`config.mk`:
```
export PLATFORM = sky130hd
export DESIGN_NAME = draw_score_flat
export DESIGN_NICKNAME = d
export VERILOG_FILES = /design/src/rtl/draw_score.sv /design/src/rtl/draw_score_if.sv /design/src/flat_wrapper.sv
export SDC_FILE = /design/constraint.sdc
export NUM_CORES = 1
export LEC_CHECK = 0
export ABC_AREA = 1
export ABC_CLOCK_PERIOD_IN_PS = 5900
export BUFFER_PORTS_ARGS = -buffer_cell sky130_fd_sc_hd__clkbuf_2
export CAP_MARGIN = 20
export CORE_MARGIN = 1.5
export CORE_UTILIZATION = 28
export CTS_CLUSTER_DIAMETER = 120
export DETAILED_ROUTE_END_ITERATION = 7
export PLACE_DENSITY = 0.57
export RECOVER_POWER = 50
export SLEW_MARGIN = 20
export SYNTH_ARGS = -nofsm -noshare
export SYNTH_HDL_FRONTEND = slang
export SYNTH_HIERARCHICAL = 1
export SYNTH_SLANG_ARGS = --single-unit
```
`constraint.sdc`:
```
create_clock -name clk -period 5.9 [get_ports clk]
set_input_delay 0.59 -clock clk [delete_from_list [all_inputs] [get_ports clk]]
set_output_delay 0.59 -clock clk [all_outputs]
set_load 0.01 [all_outputs]
```
`src/rtl/draw_score.sv`:
```
// Score overlay stage: per-frame double-dabble BCD conversion in vblank,
// rendered with the 8x16 digit font at a fixed screen position.
package draw_score_pkg;
  localparam int RGB_B = 12;

  localparam logic [127:0] GLYPH [16] = '{
    128'h00007CC6C6CEDEF6E6C6C67C00000000,
    128'h00001838781818181818187E00000000,
    128'h00007CC6060C183060C0C6FE00000000,
    128'h00007CC606063C060606C67C00000000,
    128'h00000C1C3C6CCCFE0C0C0C1E00000000,
    128'h0000FEC0C0C0FC060606C67C00000000,
    128'h00003860C0C0FCC6C6C6C67C00000000,
    128'h0000FEC606060C183030303000000000,
    128'h00007CC6C6C67CC6C6C6C67C00000000,
    128'h00007CC6C6C67E0606060C7800000000,
    128'h0, 128'h0, 128'h0, 128'h0, 128'h0, 128'h0
  };

  // addr = {char_code, line}; only '0'..'9' carry glyphs
  function automatic logic [7:0] font_line(input logic [10:0] addr);
    logic [127:0] g;
    g = GLYPH[addr[7:4]];
    if (addr[10:8] != 3'b011 || addr[7:4] > 4'd9) g = '0;
    return g[{~addr[3:0], 3'b000} +: 8];
  endfunction
endpackage

module font_rom
  import draw_score_pkg::*;
(
  input  logic        clk,
  input  logic [10:0] addr,
  output logic [7:0]  data
);
  always_ff @(posedge clk) data <= font_line(addr);
endmodule

module draw_score
  import draw_score_pkg::*;
#(
  parameter int               X             = 0,
  parameter int               Y             = 0,
  parameter logic [RGB_B-1:0] FONT_COLOR    = 12'h000,
  parameter int               NUM_DIGITS    = 4,
  parameter int               SCORE_W       = 14,
  parameter int               BLANK_LEADING = 1
)(
  input  logic               clk,
  input  logic               rst,
  vga_if.in                  vga_in,
  input  logic [RGB_B-1:0]   rgb_i,
  input  logic [SCORE_W-1:0] score,
  vga_if.out                 vga_out,
  output logic [RGB_B-1:0]   rgb_o
);
  localparam int HW    = 11;
  localparam int BCD_N = (SCORE_W + 2) / 3;
  localparam int BCD_D = BCD_N > NUM_DIGITS ? BCD_N : NUM_DIGITS;
  localparam int CNT_W = $clog2(SCORE_W + 1);
  localparam logic [HW-1:0] XP = HW'(X);
  localparam logic [HW-1:0] YP = HW'(Y);
  localparam logic [HW-1:0] FW = HW'(8 * NUM_DIGITS);

  typedef enum logic [1:0] {IDLE, LOAD, SHIFT, DONE} state_t;

  state_t                         state, state_n;
  logic [CNT_W-1:0]               cnt;
  logic [SCORE_W-1:0]             bin;
  logic [4*BCD_D-1:0]             bcd, bcd_adj;
  logic                           sat;
  logic [NUM_DIGITS-1:0][3:0]     digit;
  logic [NUM_DIGITS-1:0]          blank;
  logic                           lead_zero;

  logic [HW-1:0] dx, dy;
  logic          in_field;
  logic [2:0]    idx;
  logic [3:0]    cur_digit;
  logic          cur_blank;
  logic [10:0]   rom_addr;
  logic [7:0]    line_px;

  logic [HW-1:0]    s1_hc, s1_vc;
  logic             s1_hs, s1_vs, s1_hb, s1_vb;
  logic [RGB_B-1:0] s1_rgb;
  logic             s1_draw;
  logic [2:0]       s1_col;

  // subtraction may wrap; the >= guards keep wrapped values out of the field
  assign dx       = vga_in.hcount - XP;
  assign dy       = vga_in.vcount - YP;
  assign in_field = (vga_in.hcount >= XP) && (dx < FW) &&
                    (vga_in.vcount >= YP) && (dy < HW'(16));
  assign idx      = dx[5:3];

  always_comb begin
    lead_zero = 1'b1;
    blank     = '0;
    for (int i = 0; i < NUM_DIGITS; i++) begin
      lead_zero = lead_zero && (digit[i] == 4'd0);
      blank[i]  = (BLANK_LEADING != 0) && lead_zero &&
                  (i != NUM_DIGITS - 1);
    end
  end

  always_comb begin
    cur_digit = 4'd0;
    cur_blank = 1'b0;
    for (int i = 0; i < NUM_DIGITS; i++) begin
      if (idx == 3'(i)) begin
        cur_digit = digit[i];
        cur_blank = blank[i];
      end
    end
  end

  assign rom_addr = {7'h30 + {3'd0, cur_digit}, dy[3:0]};

  font_rom u_rom (
    .clk  (clk),
    .addr (rom_addr),
    .data (line_px)
  );

  always_ff @(posedge clk) begin
    if (rst) begin
      s1_hc          <= '0;
      s1_vc          <= '0;
      s1_hs          <= 1'b0;
      s1_vs          <= 1'b0;
      s1_hb          <= 1'b0;
      s1_vb          <= 1'b0;
      s1_rgb         <= '0;
      s1_draw        <= 1'b0;
      s1_col         <= '0;
      vga_out.hcount <= '0;
      vga_out.vcount <= '0;
      vga_out.hsync  <= 1'b0;
      vga_out.vsync  <= 1'b0;
      vga_out.hblnk  <= 1'b0;
      vga_out.vblnk  <= 1'b0;
      rgb_o          <= '0;
    end else begin
      s1_hc          <= vga_in.hcount;
      s1_vc          <= vga_in.vcount;
      s1_hs          <= vga_in.hsync;
      s1_vs          <= vga_in.vsync;
      s1_hb          <= vga_in.hblnk;
      s1_vb          <= vga_in.vblnk;
      s1_rgb         <= rgb_i;
      s1_draw        <= in_field && !cur_blank;
      s1_col         <= dx[2:0];
      vga_out.hcount <= s1_hc;
      vga_out.vcount <= s1_vc;
      vga_out.hsync  <= s1_hs;
      vga_out.vsync  <= s1_vs;
      vga_out.hblnk  <= s1_hb;
      vga_out.vblnk  <= s1_vb;
      rgb_o          <= (s1_draw && line_px[3'd7 - s1_col]) ?
                        FONT_COLOR : s1_rgb;
    end
  end

  always_ff @(posedge clk) begin
    if (rst) state <= IDLE;
    else     state <= state_n;
  end

  always_comb begin
    state_n = state;
    unique case (state)
      IDLE:    if (vga_in.vblnk && !s1_vb) state_n = LOAD;
      LOAD:    state_n = SHIFT;
      SHIFT:   if (cnt == CNT_W'(SCORE_W - 1)) state_n = DONE;
      DONE:    state_n = IDLE;
      default: state_n = IDLE;
    endcase
  end

  always_comb begin
    bcd_adj = bcd;
    for (int i = 0; i < BCD_D; i++) begin
      if (bcd[4*i +: 4] >= 4'd5) bcd_adj[4*i +: 4] = bcd[4*i +: 4] + 4'd3;
    end
  end

  // any nonzero digit above the displayed width means overflow
  always_comb begin
    sat = 1'b0;
    for (int i = NUM_DIGITS; i < BCD_D; i++) begin
      if (bcd[4*i +: 4] != 4'd0) sat = 1'b1;
    end
  end

  always_ff @(posedge clk) begin
    if (rst) begin
      cnt   <= '0;
      bin   <= '0;
      bcd   <= '0;
      digit <= '0;
    end else begin
      unique case (state)
        LOAD: begin
          bin <= score;
          bcd <= '0;
          cnt <= '0;
        end
        SHIFT: begin
          {bcd, bin} <= {bcd_adj, bin} << 1;
          cnt        <= cnt + 1'b1;
        end
        DONE: begin
          for (int i = 0; i < NUM_DIGITS; i++) begin
            digit[i] <= sat ? 4'd9 : bcd[4*(NUM_DIGITS-1-i) +: 4];
          end
        end
        default: ;
      endcase
    end
  end
endmodule

```
`src/rtl/draw_score_if.sv`:
```
// VGA timing bus shared by the display pipeline stages.
// The "in" modport is read by a stage and the "out" modport is driven by it.
interface vga_if;
  logic [10:0] hcount;
  logic [10:0] vcount;
  logic        hsync;
  logic        vsync;
  logic        hblnk;
  logic        vblnk;

  modport in  (input  hcount, vcount, hsync, vsync, hblnk, vblnk);
  modport out (output hcount, vcount, hsync, vsync, hblnk, vblnk);
endinterface

```
`src/flat_wrapper.sv`:
```
// flat-port wrapper written by rule: the top's interface ports become plain ports
module draw_score_flat import draw_score_pkg::*;
#(
  parameter int               X             = 0,
  parameter int               Y             = 0,
  parameter logic [RGB_B-1:0] FONT_COLOR    = 12'h000,
  parameter int               NUM_DIGITS    = 4,
  parameter int               SCORE_W       = 14,
  parameter int               BLANK_LEADING = 1
)
  (clk, rst, rgb_i, score, rgb_o, vga_in_hcount, vga_in_vcount, vga_in_hsync, vga_in_vsync, vga_in_hblnk, vga_in_vblnk, vga_out_hcount, vga_out_vcount, vga_out_hsync, vga_out_vsync, vga_out_hblnk, vga_out_vblnk);
  vga_if vga_in_i ();
  vga_if vga_out_i ();
  input  logic clk;
  input  logic rst;
  input  logic [RGB_B-1:0] rgb_i;
  input  logic [SCORE_W-1:0] score;
  output logic [RGB_B-1:0] rgb_o;
  input wire logic [$bits(vga_in_i.hcount)-1:0] vga_in_hcount;
  input wire logic [$bits(vga_in_i.vcount)-1:0] vga_in_vcount;
  input wire logic [$bits(vga_in_i.hsync)-1:0] vga_in_hsync;
  input wire logic [$bits(vga_in_i.vsync)-1:0] vga_in_vsync;
  input wire logic [$bits(vga_in_i.hblnk)-1:0] vga_in_hblnk;
  input wire logic [$bits(vga_in_i.vblnk)-1:0] vga_in_vblnk;
  output wire logic [$bits(vga_out_i.hcount)-1:0] vga_out_hcount;
  output wire logic [$bits(vga_out_i.vcount)-1:0] vga_out_vcount;
  output wire logic [$bits(vga_out_i.hsync)-1:0] vga_out_hsync;
  output wire logic [$bits(vga_out_i.vsync)-1:0] vga_out_vsync;
  output wire logic [$bits(vga_out_i.hblnk)-1:0] vga_out_hblnk;
  output wire logic [$bits(vga_out_i.vblnk)-1:0] vga_out_vblnk;
  assign vga_in_i.hcount = vga_in_hcount;
  assign vga_in_i.vcount = vga_in_vcount;
  assign vga_in_i.hsync = vga_in_hsync;
  assign vga_in_i.vsync = vga_in_vsync;
  assign vga_in_i.hblnk = vga_in_hblnk;
  assign vga_in_i.vblnk = vga_in_vblnk;
  assign vga_out_hcount = vga_out_i.hcount;
  assign vga_out_vcount = vga_out_i.vcount;
  assign vga_out_hsync = vga_out_i.hsync;
  assign vga_out_vsync = vga_out_i.vsync;
  assign vga_out_hblnk = vga_out_i.hblnk;
  assign vga_out_vblnk = vga_out_i.vblnk;
  draw_score #(.X(X), .Y(Y), .FONT_COLOR(FONT_COLOR), .NUM_DIGITS(NUM_DIGITS), .SCORE_W(SCORE_W), .BLANK_LEADING(BLANK_LEADING)) u_core (.clk(clk), .rst(rst), .vga_in(vga_in_i), .rgb_i(rgb_i), .score(score), .vga_out(vga_out_i), .rgb_o(rgb_o));
endmodule
```
==> results of run 1 <==
## power groups by stage
stage | sequential, W | clock, W | combinational (W)
2_1_floorplan | 0.00110 | 0 | 0.000450
3_3_place_gp | 0.00110 | 0 | 0.000557
3_5_place_dp | 0.00111 | 0 | 0.000551
4_1_cts | 0.00108 | 0.00110 | 0.000554
5_1_grt | 0.00110 | 0.00114 | 0.000625
6_report | 0.00108 | 0.00106 | 0.000549
## sequential cells by signal, indices dropped and copies added (netlist names), 2 cells and up
register / count
u_core/bcd: 20
u_core/bin: 14
u_core/cnt: 4
u_core/digit: 16
u_core/rgb_o: 12
u_core/s1_hc: 11
u_core/s1_rgb: 12
u_core/s1_vc: 11
u_core/state: 2
u_core/u_rom/data: 7
u_core/vga_out.hcount: 11
u_core/vga_out.vcount: 11
## metrics by stage
stage / instances / power [W] / hold slack [ns] / area (sq um)
floorplan: 914 / 0.00155 / 0.388 / 6460
global placement: 1252 / 0.00166 / 0.389 / 7060
detailed placement: 1252 / 0.00166 / 0.392 / 7060
CTS: 1283 / 0.00274 / 0.339 / 7650
global route: 1283 / 0.00286 / 0.357 / 7610
finish: 1283 / 0.00270 / 0.365 / 7610
## tightest hold or removal path, stage by stage
cell,delay (ns)
clkbuf_2,0.08
inv_1,0.04
nor2_1,0.03
## synth_stat cells, types with 8 or more instances
cell type / instances / area (sq um)
nor3_1: 10 / 50.1
o211ai_1: 12 / 90.1
clkbuf_1: 11 / 41.3
a31oi_1: 8 / 50.1
nor2_1: 123 / 462
nand3_1: 63 / 315
ha_1: 25 / 313
inv_1: 146 / 548
nand4_1: 16 / 100
a21oi_1: 40 / 200
buf_2: 11 / 55.1
nand2_1: 199 / 747
o21ai_0: 42 / 210
dfxtp_1: 140 / 2800
inv_2: 8 / 30.0
## worst paths after layout
check,endpoint,slack [ns],startpoint,depth (start not counted)
worst min register to register,u_core/vga_out.vcount[1],0.40,u_core/s1_vc[1],2
worst max-delay path,u_core/rgb_o[8],1.98,rst,4
worst max register to register,u_core/u_rom/data[2],3.33,u_core/digit[4],11
worst min-delay path,u_core/s1_rgb[2],0.36,rgb_i[2],3
## per-layer routing
layer,share of wire,global-route usage,vias up
met1,0.48,0.163,2522
li1,-,-,2986
met3,0.057,0.0287,34
met2,0.43,0.200,191
met5,0,0,-
met4,0.031,0.0646,0
## cell families (layout without fill, tap and decap cells)
| family | Yosys count | in the layout | synth area share |
|---|---|---|---|
| fa+ha+maj | 25 | 25 | 0.0484 |
| flops | 140 | 140 | 0.434 |
| compound gates | 120 | 120 | 0.108 |
| simple gates | 425 | 425 | 0.275 |
| other cells | 3 | 4 | 0.00174 |
| buf+inv | 195 | 279 | 0.126 |
| xor+xnor | 5 | 5 | 0.00678 |
## final cells by class
type	instances	share of cell area
Timing Repair Buffer	92	0.0562
Clock inverter	11	0.0176
Clock buffer	20	0.0600
Inverter	156	0.0771
Multi-Input combinational cell	579	0.374
Sequential cell	140	0.368
Tap cell	285	0.0468
==> flow_metrics.env, run 1 <==
export IMPL_most_common_layout_cells="199 x nand2_1, 146 x inv_1, 140 x dfxtp_1"
export IMPL_clockRootBuffer="clkbuf_16"
export IMPL_power_density_mw_per_mm2=354
export IMPL_cp_required_ns=6.19
export IMPL_num_io_pins=92
export IMPL_min_period_ns=3.92
export IMPL_grt_overflow=0
export IMPL_die_x_um=155
export IMPL_dieArea_sq_mm=0.0240
export IMPL_finalSetupViolations=0
export IMPL_cts_hold_buf=0
export IMPL_crit_chain="clkbuf_1, inv_1, nand2_1, nor2_1"
export IMPL_synth_area_per_cell_sq_um=7.07
export IMPL_cts_sinks=140
export IMPL_ys_ff_latch=140
export IMPL_syn_inst=913
export IMPL_ir_drop_v=0.000178
export IMPL_multi_input_area_sq_mm=0.00285
export IMPL_initial_core_util=0.285
export IMPL_violations="capacitance limit, slew limit"
export IMPL_ys_async_sr_fraction=0
export IMPL_dieHeight_um=155
export IMPL_port_buffers=91
export IMPL_swShare=0.310
export IMPL_nets=1065
export IMPL_worst_slew_pin_transition_ns=2.33
export IMPL_worst_slack_ns=1.98
export IMPL_status="finished with violations"
export IMPL_post_drt_wl_per_cell_um=11.6
export IMPL_p_switching_w=0.000837
export IMPL_area_growth_pct=17.9
export IMPL_cts_made_buffers=17
export IMPL_cp_slowest_stage_delay_ns=1.63
export IMPL_seqPwrFrac=0.402
export IMPL_arrival_ns=4.20
export IMPL_slowest_stage="clkbuf_1"
export IMPL_antenna_left=0
export IMPL_cts_max_level=4
export IMPL_p_int_w=0.00186
export IMPL_num_fill_cells=2455
export IMPL_clkLatencyLatePin_ns=0.42
export IMPL_cp_top_family="buffers and inverters"
export IMPL_grt_pass1_wl_um=24700
export IMPL_path_buf_inv=2
export IMPL_min_period_over_period=0.664
export IMPL_clock_fmax_mhz=255
export IMPL_pwr_share_clk=0.395
export IMPL_critical_path_class="input port to register"
export IMPL_dp_slack_ns=2.52
export IMPL_routed_wl_um=14900
export IMPL_slew_limit_headroom=-0.555
export IMPL_synth_cell_types=41
export IMPL_rsz0062_at_grt="no"
export IMPL_hold_violations=0
export IMPL_drc_errors=0
export IMPL_post_route_util=0.336
export IMPL_post_cts_resized=0
export IMPL_setup_tns_ns=0
export IMPL_drv_cap=2
export IMPL_yosysWarnings=6
export IMPL_p_leak_nw=3.54
export IMPL_start_kind="input port"
export IMPL_grt_start_max_net_pins=56
export IMPL_drtPass1Iterations=7
export IMPL_antenna_found_initial=0
export IMPL_num_vias=5733
export IMPL_slew_violations=94
export IMPL_drive_above_1_share=0.121
export IMPL_core_sq_mm=0.0226
export IMPL_grt_pass1_vias=5218
export IMPL_skew_ns=0.0152
export IMPL_grt_usage=0.127
export IMPL_rows=55
export IMPL_synth_seq_area_share=0.434
export IMPL_synth_ff_type="dfxtp_1"
export IMPL_gp_congestion=0.910
export IMPL_syn_area_sq_mm=0.00646
export IMPL_dr_first_iter_drc_count=415
export IMPL_cts_tree="done"
export IMPL_clkTransAtPathRegs_ns=0.06
export IMPL_clock_path_buffers=2
export IMPL_ff_latch_area_sq_mm=0.00280
export IMPL_crit_fanout=55
export IMPL_synth_edf_count=0
export IMPL_final_common_cell="nand2_1"
export IMPL_crit_path_end_kind="register"
export IMPL_p_comb_frac=0.203
export IMPL_antenna_cells=0
export IMPL_viasPerCell=4.47
export IMPL_hpwl_um=10700
export IMPL_postCtsSetupRepairBufs=0
export IMPL_hold_class="input port to register"
Note: power is estimated with default switching activity, not from simulation.
==> run 2: changes to the inputs <==
--- a/config.mk
+++ b/config.mk
@@ -6,7 +6,7 @@
 export NUM_CORES = 1
 export LEC_CHECK = 0
 export ABC_AREA = 1
-export ABC_CLOCK_PERIOD_IN_PS = 5900
+export ABC_CLOCK_PERIOD_IN_PS = 3900
 export BUFFER_PORTS_ARGS = -buffer_cell sky130_fd_sc_hd__clkbuf_2
 export CAP_MARGIN = 20
 export CORE_MARGIN = 1.5
==> constraint.sdc (replaced) <==
create_clock -name clk -period 3.9 [get_ports clk]
set_input_delay 0.39 -clock clk [delete_from_list [all_inputs] [get_ports clk]]
set_output_delay 0.39 -clock clk [all_outputs]
set_load 0.01 [all_outputs]
==> flow_metrics.env, run 2 (synthesis gave the netlist of run 1 again) <==
export IMPL_status="finished with violations"
export IMPL_violations="capacitance limit, slew limit"
export IMPL_rsz0062_at_grt="no"
export IMPL_cts_max_level=4
export IMPL_dieHeight_um=155
export IMPL_min_period_over_period=0.623
export IMPL_min_period_ns=2.43
export IMPL_slew_violations=91
export IMPL_post_drt_wl_per_cell_um=11.6
export IMPL_core_sq_mm=0.0226
export IMPL_drv_cap=1
export IMPL_clkTransAtPathRegs_ns=0.07
export IMPL_crit_chain="clkbuf_2, inv_1, nor3_1, inv_1, o2111ai_1, buf_4, inv_1, ha_1, inv_1, nor2_1, nand2_1, nand2_4, nand2_4, inv_2, nand3_1, nand2_1, nand2_1, nand2_1, nand2_1, nand2_1"
export IMPL_skew_ns=0.0123
export IMPL_num_io_pins=92
export IMPL_antenna_cells=0
export IMPL_hpwl_um=10600
export IMPL_routed_wl_um=14900
export IMPL_crit_path_end_kind="register"
export IMPL_most_common_layout_cells="199 x nand2_1, 146 x inv_1, 140 x dfxtp_1"
export IMPL_largest_register_ffs=20
export IMPL_path_buf_inv=7
export IMPL_gp_congestion=0.897
export IMPL_slowest_stage="nor3_1"
export IMPL_dieArea_sq_mm=0.0240
export IMPL_antenna_found_initial=0
export IMPL_dp_slack_ns=1.09
export IMPL_nets=1069
export IMPL_drive_above_1_share=0.126
export IMPL_cts_sinks=140
export IMPL_grt_pass1_vias=5206
export IMPL_worst_slack_ns=1.47
export IMPL_grt_usage=0.127
export IMPL_final_common_cell="nand2_1"
export IMPL_ir_drop_v=0.000314
export IMPL_hold_violations=0
export IMPL_reg_top3="u_core/bcd: 20 flops, u_core/digit: 16 flops, u_core/bin: 14 flops"
export IMPL_cts_hold_buf=0
export IMPL_postCtsSetupRepairBufs=0
export IMPL_cts_tree="done"
export IMPL_critical_path_class="input port to register"
export IMPL_cp_top_family="simple AND/OR/NAND/NOR gates"
export IMPL_viasPerCell=4.46
export IMPL_crit_fanout=21
export IMPL_clkLatencyLatePin_ns=0.42
export IMPL_setup_tns_ns=0
export IMPL_power_density_mw_per_mm2=524
export IMPL_start_kind="input port"
export IMPL_cts_made_buffers=17
export IMPL_arrival_ns=2.75
export IMPL_cp_slowest_stage_delay_ns=0.28
export IMPL_dr_first_iter_drc_count=448
export IMPL_hold_class="input port to register"
export IMPL_post_cts_resized=0
export IMPL_grt_overflow=0
export IMPL_cp_required_ns=4.22
export IMPL_worst_slew_pin_transition_ns=1.85
export IMPL_drc_errors=0
export IMPL_grt_pass1_wl_um=24700
export IMPL_die_x_um=155
export IMPL_antenna_left=0
export IMPL_grt_start_max_net_pins=91
export IMPL_clockRootBuffer="clkbuf_16"
export IMPL_slew_limit_headroom=-0.234
export IMPL_area_growth_pct=17.8
export IMPL_clock_fmax_mhz=411
export IMPL_post_route_util=0.336
export IMPL_p_leak_nw=3.55
export IMPL_crit_top_cell="nand2_1"
export IMPL_port_buffers=91
export IMPL_total_power_w=0.00398
export IMPL_rows=55
export IMPL_num_fill_cells=2468
export IMPL_clock_path_buffers=2
export IMPL_num_vias=5742
export IMPL_finalSetupViolations=0
export IMPL_largest_register="u_core/bcd"
export IMPL_drtPass1Iterations=5
export IMPL_initial_core_util=0.285
[run 2: worst paths after layout]
| check | slack (ns) | endpoint | startpoint | cells past startpoint |
|---|---|---|---|---|
| max reg2reg | 1.61 | u_core/u_rom/data[7] | u_core/digit[1] | 14 |
| min reg2reg | 0.39 | u_core/vga_out.vsync | u_core/s1_vs | 2 |
| min | 0.15 | u_core/s1_hb | vga_in_hblnk | 3 |
| max | 1.47 | u_core/u_rom/data[1] | vga_in_hcount[3] | 20 |
[run 2: stage by stage]
stage / std cells / hold WS, ns / cell area, sq um
floorplan: 914 / 0.388 / 6460
global placement: 1256 / 0.390 / 7090
detailed placement: 1256 / 0.392 / 7090
CTS: 1288 / 0.131 / 7640
global route: 1288 / 0.137 / 7610
finish: 1288 / 0.152 / 7610
[run 2: power breakdown]
part	internal (W)	switching [W]	leakage (nW)
combinational	0.000266	0.000570	2.14
sequential	0.00157	0.0000684	1.15
clock	0.000880	0.000625	0.265
[run 2: layout make-up]
cell class	instances	area, sq um	share of cell area
Sequential cell	140	2800	0.368
Multi-Input combinational cell	579	2850	0.374
Timing Repair Buffer	96	462	0.0607
Tap cell	285	357	0.0469
Inverter	156	587	0.0771
Clock inverter	13	119	0.0156
Clock buffer	19	433	0.0569
[run 2: routing by layer]
| metal | wire, um | vias to the layer above | track usage | part of all wire |
|---|---|---|---|---|
| met3 | 765 | 31 | 0.0365 | 0.051 |
| met2 | 6610 | 181 | 0.202 | 0.44 |
| li1 | - | 3003 | - | - |
| met1 | 7160 | 2527 | 0.163 | 0.48 |
| met5 | 0 | - | 0 | 0 |
| met4 | 356 | 0 | 0.0531 | 0.024 |
[run 2: worst reg2reg max path: stages (launching register included)]
cell	delay [ns]
dfxtp_1	0.33
nand2_1	0.07
nand4_1	0.27
inv_1	0.23
ha_1	0.22
inv_1	0.07
nor2_1	0.08
nand2_1	0.09
nand2_4	0.22
nand2_4	0.14
o21ai_0	0.22
nand3_1	0.10
nand2_1	0.08
nand2_1	0.04
nand2_1	0.07
==> run 3: changes to the inputs <==
--- a/config.mk
+++ b/config.mk
@@ -6,14 +6,14 @@
 export NUM_CORES = 1
 export LEC_CHECK = 0
 export ABC_AREA = 1
-export ABC_CLOCK_PERIOD_IN_PS = 3900
+export ABC_CLOCK_PERIOD_IN_PS = 2200
 export BUFFER_PORTS_ARGS = -buffer_cell sky130_fd_sc_hd__clkbuf_2
 export CAP_MARGIN = 20
 export CORE_MARGIN = 1.5
 export CORE_UTILIZATION = 28
 export CTS_CLUSTER_DIAMETER = 120
 export DETAILED_ROUTE_END_ITERATION = 7
-export PLACE_DENSITY = 0.57
+export PLACE_DENSITY = 0.58
 export RECOVER_POWER = 50
 export SLEW_MARGIN = 20
 export SYNTH_ARGS = -nofsm -noshare
==> constraint.sdc (replaced) <==
create_clock -name clk -period 2.2 [get_ports clk]
set_input_delay 0.22 -clock clk [delete_from_list [all_inputs] [get_ports clk]]
set_output_delay 0.22 -clock clk [all_outputs]
set_load 0.01 [all_outputs]
==> flow_metrics.env, run 3 (synthesis gave the netlist of run 1 again) <==
export IMPL_min_period_over_period=0.900
export IMPL_slew_violations=43
export IMPL_pwr_share_clk=0.398
export IMPL_viasPerCell=4.43
export IMPL_cts_sinks=140
export IMPL_drtPass1Iterations=5
export IMPL_final_common_cell="nand2_1"
export IMPL_reg_top3="u_core/bcd: 20 flops, u_core/digit: 16 flops, u_core/bin: 14 flops"
export IMPL_hold_violations=0
export IMPL_place_inst=1297
export IMPL_dieArea_sq_mm=0.0240
export IMPL_p_int_w=0.00532
export IMPL_ir_drop_v=0.000668
export IMPL_setup_tns_ns=0
export IMPL_largest_register="u_core/bcd"
export IMPL_clock_path_buffers=2
export IMPL_grt_overflow=0
export IMPL_gp_congestion=0.883
export IMPL_drive_above_1_share=0.157
export IMPL_rows=55
export IMPL_initial_core_util=0.285
export IMPL_area_growth_pct=27.9
export IMPL_crit_fanout=11
export IMPL_dp_slack_ns=-0.202
export IMPL_most_common_layout_cells="198 x nand2_1, 146 x inv_1, 140 x dfxtp_1"
export IMPL_antenna_cells=0
export IMPL_num_vias=5996
export IMPL_power_density_mw_per_mm2=927
export IMPL_antenna_found_initial=0
export IMPL_post_drt_wl_per_cell_um=11.9
export IMPL_clkTransAtPathRegs_ns=0.06
export IMPL_largest_register_ffs=20
export IMPL_grt_pass1_vias=5683
export IMPL_finalSetupViolations=0
export IMPL_cts_max_level=4
export IMPL_hold_class="input port to register"
export IMPL_min_period_ns=1.98
export IMPL_dr_first_iter_drc_count=451
export IMPL_num_io_pins=92
export IMPL_worst_slack_ns=0.220
export IMPL_cp_required_ns=2.56
export IMPL_total_power_w=0.00766
export IMPL_grt_pass1_wl_um=27000
export IMPL_port_buffers=91
export IMPL_crit_path_start="u_core/digit[1]"
export IMPL_antenna_left=0
export IMPL_critical_path_class="register to register"
export IMPL_routed_wl_um=16200
export IMPL_holdPathStages=3
export IMPL_hpwl_um=11400
export IMPL_drc_errors=0
export IMPL_timing_rr_start="u_core/digit[1]"
export IMPL_regToRegEndpoint="u_core/u_rom/data[7]"
export IMPL_postCtsSetupRepairBufs=0
export IMPL_violations="capacitance limit, slew limit"
export IMPL_cts_tree="done"
export IMPL_r2r_cells=14
export IMPL_reg2reg_slack_ns=0.22
export IMPL_grt_start_max_net_pins=49
export IMPL_drv_cap=1
export IMPL_nets=1136
export IMPL_start_kind="register"
export IMPL_clockRootBuffer="clkbuf_16"
export IMPL_stdcell_count=1355
export IMPL_swShare=0.305
export IMPL_die_x_um=155
export IMPL_status="finished with violations"
export IMPL_crit_path_end="u_core/u_rom/data[7]"
export IMPL_p_leak_nw=3.90
export IMPL_clkLatencyLatePin_ns=0.42
export IMPL_skew_ns=0.0150
export IMPL_p_comb_frac=0.222
export IMPL_crit_path_end_kind="register"
export IMPL_slew_limit_headroom=-0.177
export IMPL_arrival_ns=2.34
export IMPL_whs_ns=0.0198
export IMPL_clock_fmax_mhz=505
export IMPL_dieHeight_um=155
export IMPL_cts_made_buffers=17
export IMPL_rsz0062_at_grt="no"
export IMPL_core_sq_mm=0.0226
export IMPL_p_switching_w=0.00233
export IMPL_worst_slew_pin_transition_ns=1.77
export IMPL_seqPwrFrac=0.380
export IMPL_grt_usage=0.140
==> run 3: worst min path at each step <==
| stage | from | end | slack [ns] |
|---|---|---|---|
| after floorplan | vga_in_hblnk | u_core/s1_hb | 0.33 |
| after global placement | u_core/s1_hs | u_core/vga_out.hsync | 0.39 |
| after detailed placement | u_core/s1_vc[1] | u_core/vga_out.vcount[1] | 0.39 |
| after CTS | vga_in_vblnk | u_core/s1_vb | 0.003 |
| after global routing | vga_in_vblnk | u_core/s1_vb | 0.01 |
| final | vga_in_vblnk | u_core/s1_vb | 0.02 |
==> run 3: power by group through the flow <==
stage	clock network, W	logic, W	registers (W)
2_1_floorplan	0	0.00121	0.00294
3_3_place_gp	0	0.00166	0.00296
3_5_place_dp	0	0.00166	0.00296
4_1_cts	0.00314	0.00171	0.00291
5_1_grt	0.00325	0.00193	0.00294
6_report	0.00304	0.00170	0.00291
==> run 3: routing by layer <==
| metal | GRT usage | share of wire |
|---|---|---|
| met5 | 0 | 0 |
| met2 | 0.239 | 0.47 |
| met4 | 0.0490 | 0.019 |
| met3 | 0.0329 | 0.047 |
| met1 | 0.174 | 0.46 |
==> run 3: stage by stage <==
step / area (sq um) / utilization
2_1_floorplan: 6470 / -
3_3_place_gp: 7410 / 0.327
3_5_place_dp: 7410 / 0.327
4_1_cts: 8290 / 0.366
5_1_grt: 8260 / 0.365
6_report: 8260 / 0.365
==> run 3: critical path, cell delays in order (launching register included) <==
cell and delay, ns:
dfxtp_1 0.35, nand2_1 0.08, nand4_1 0.11, inv_1 0.14, ha_1 0.19, inv_1 0.06
nor2_1 0.12, nand2_2 0.11, nand2_4 0.15, nand2_4 0.10, o21ai_0 0.20, nand3_1 0.13
nand2_1 0.09, nand2_1 0.05, nand2_1 0.05
==> run 3: layout make-up <==
cell class                      count  area, sq um
Fill cell                        2433        14400
Multi-Input combinational cell    580         2860
Sequential cell                   140         2800
Timing Repair Buffer              162         1020
Inverter                          156          587
Clock buffer                       19          433
Tap cell                          285          357
Clock inverter                     13          190
==> run 3: repair_timing <==
item                                    CTS  global route
endpoints found under the setup margin    0             1
gates resized for setup                   0             1
hold buffers                             25             0
endpoints found under the hold margin    25             0
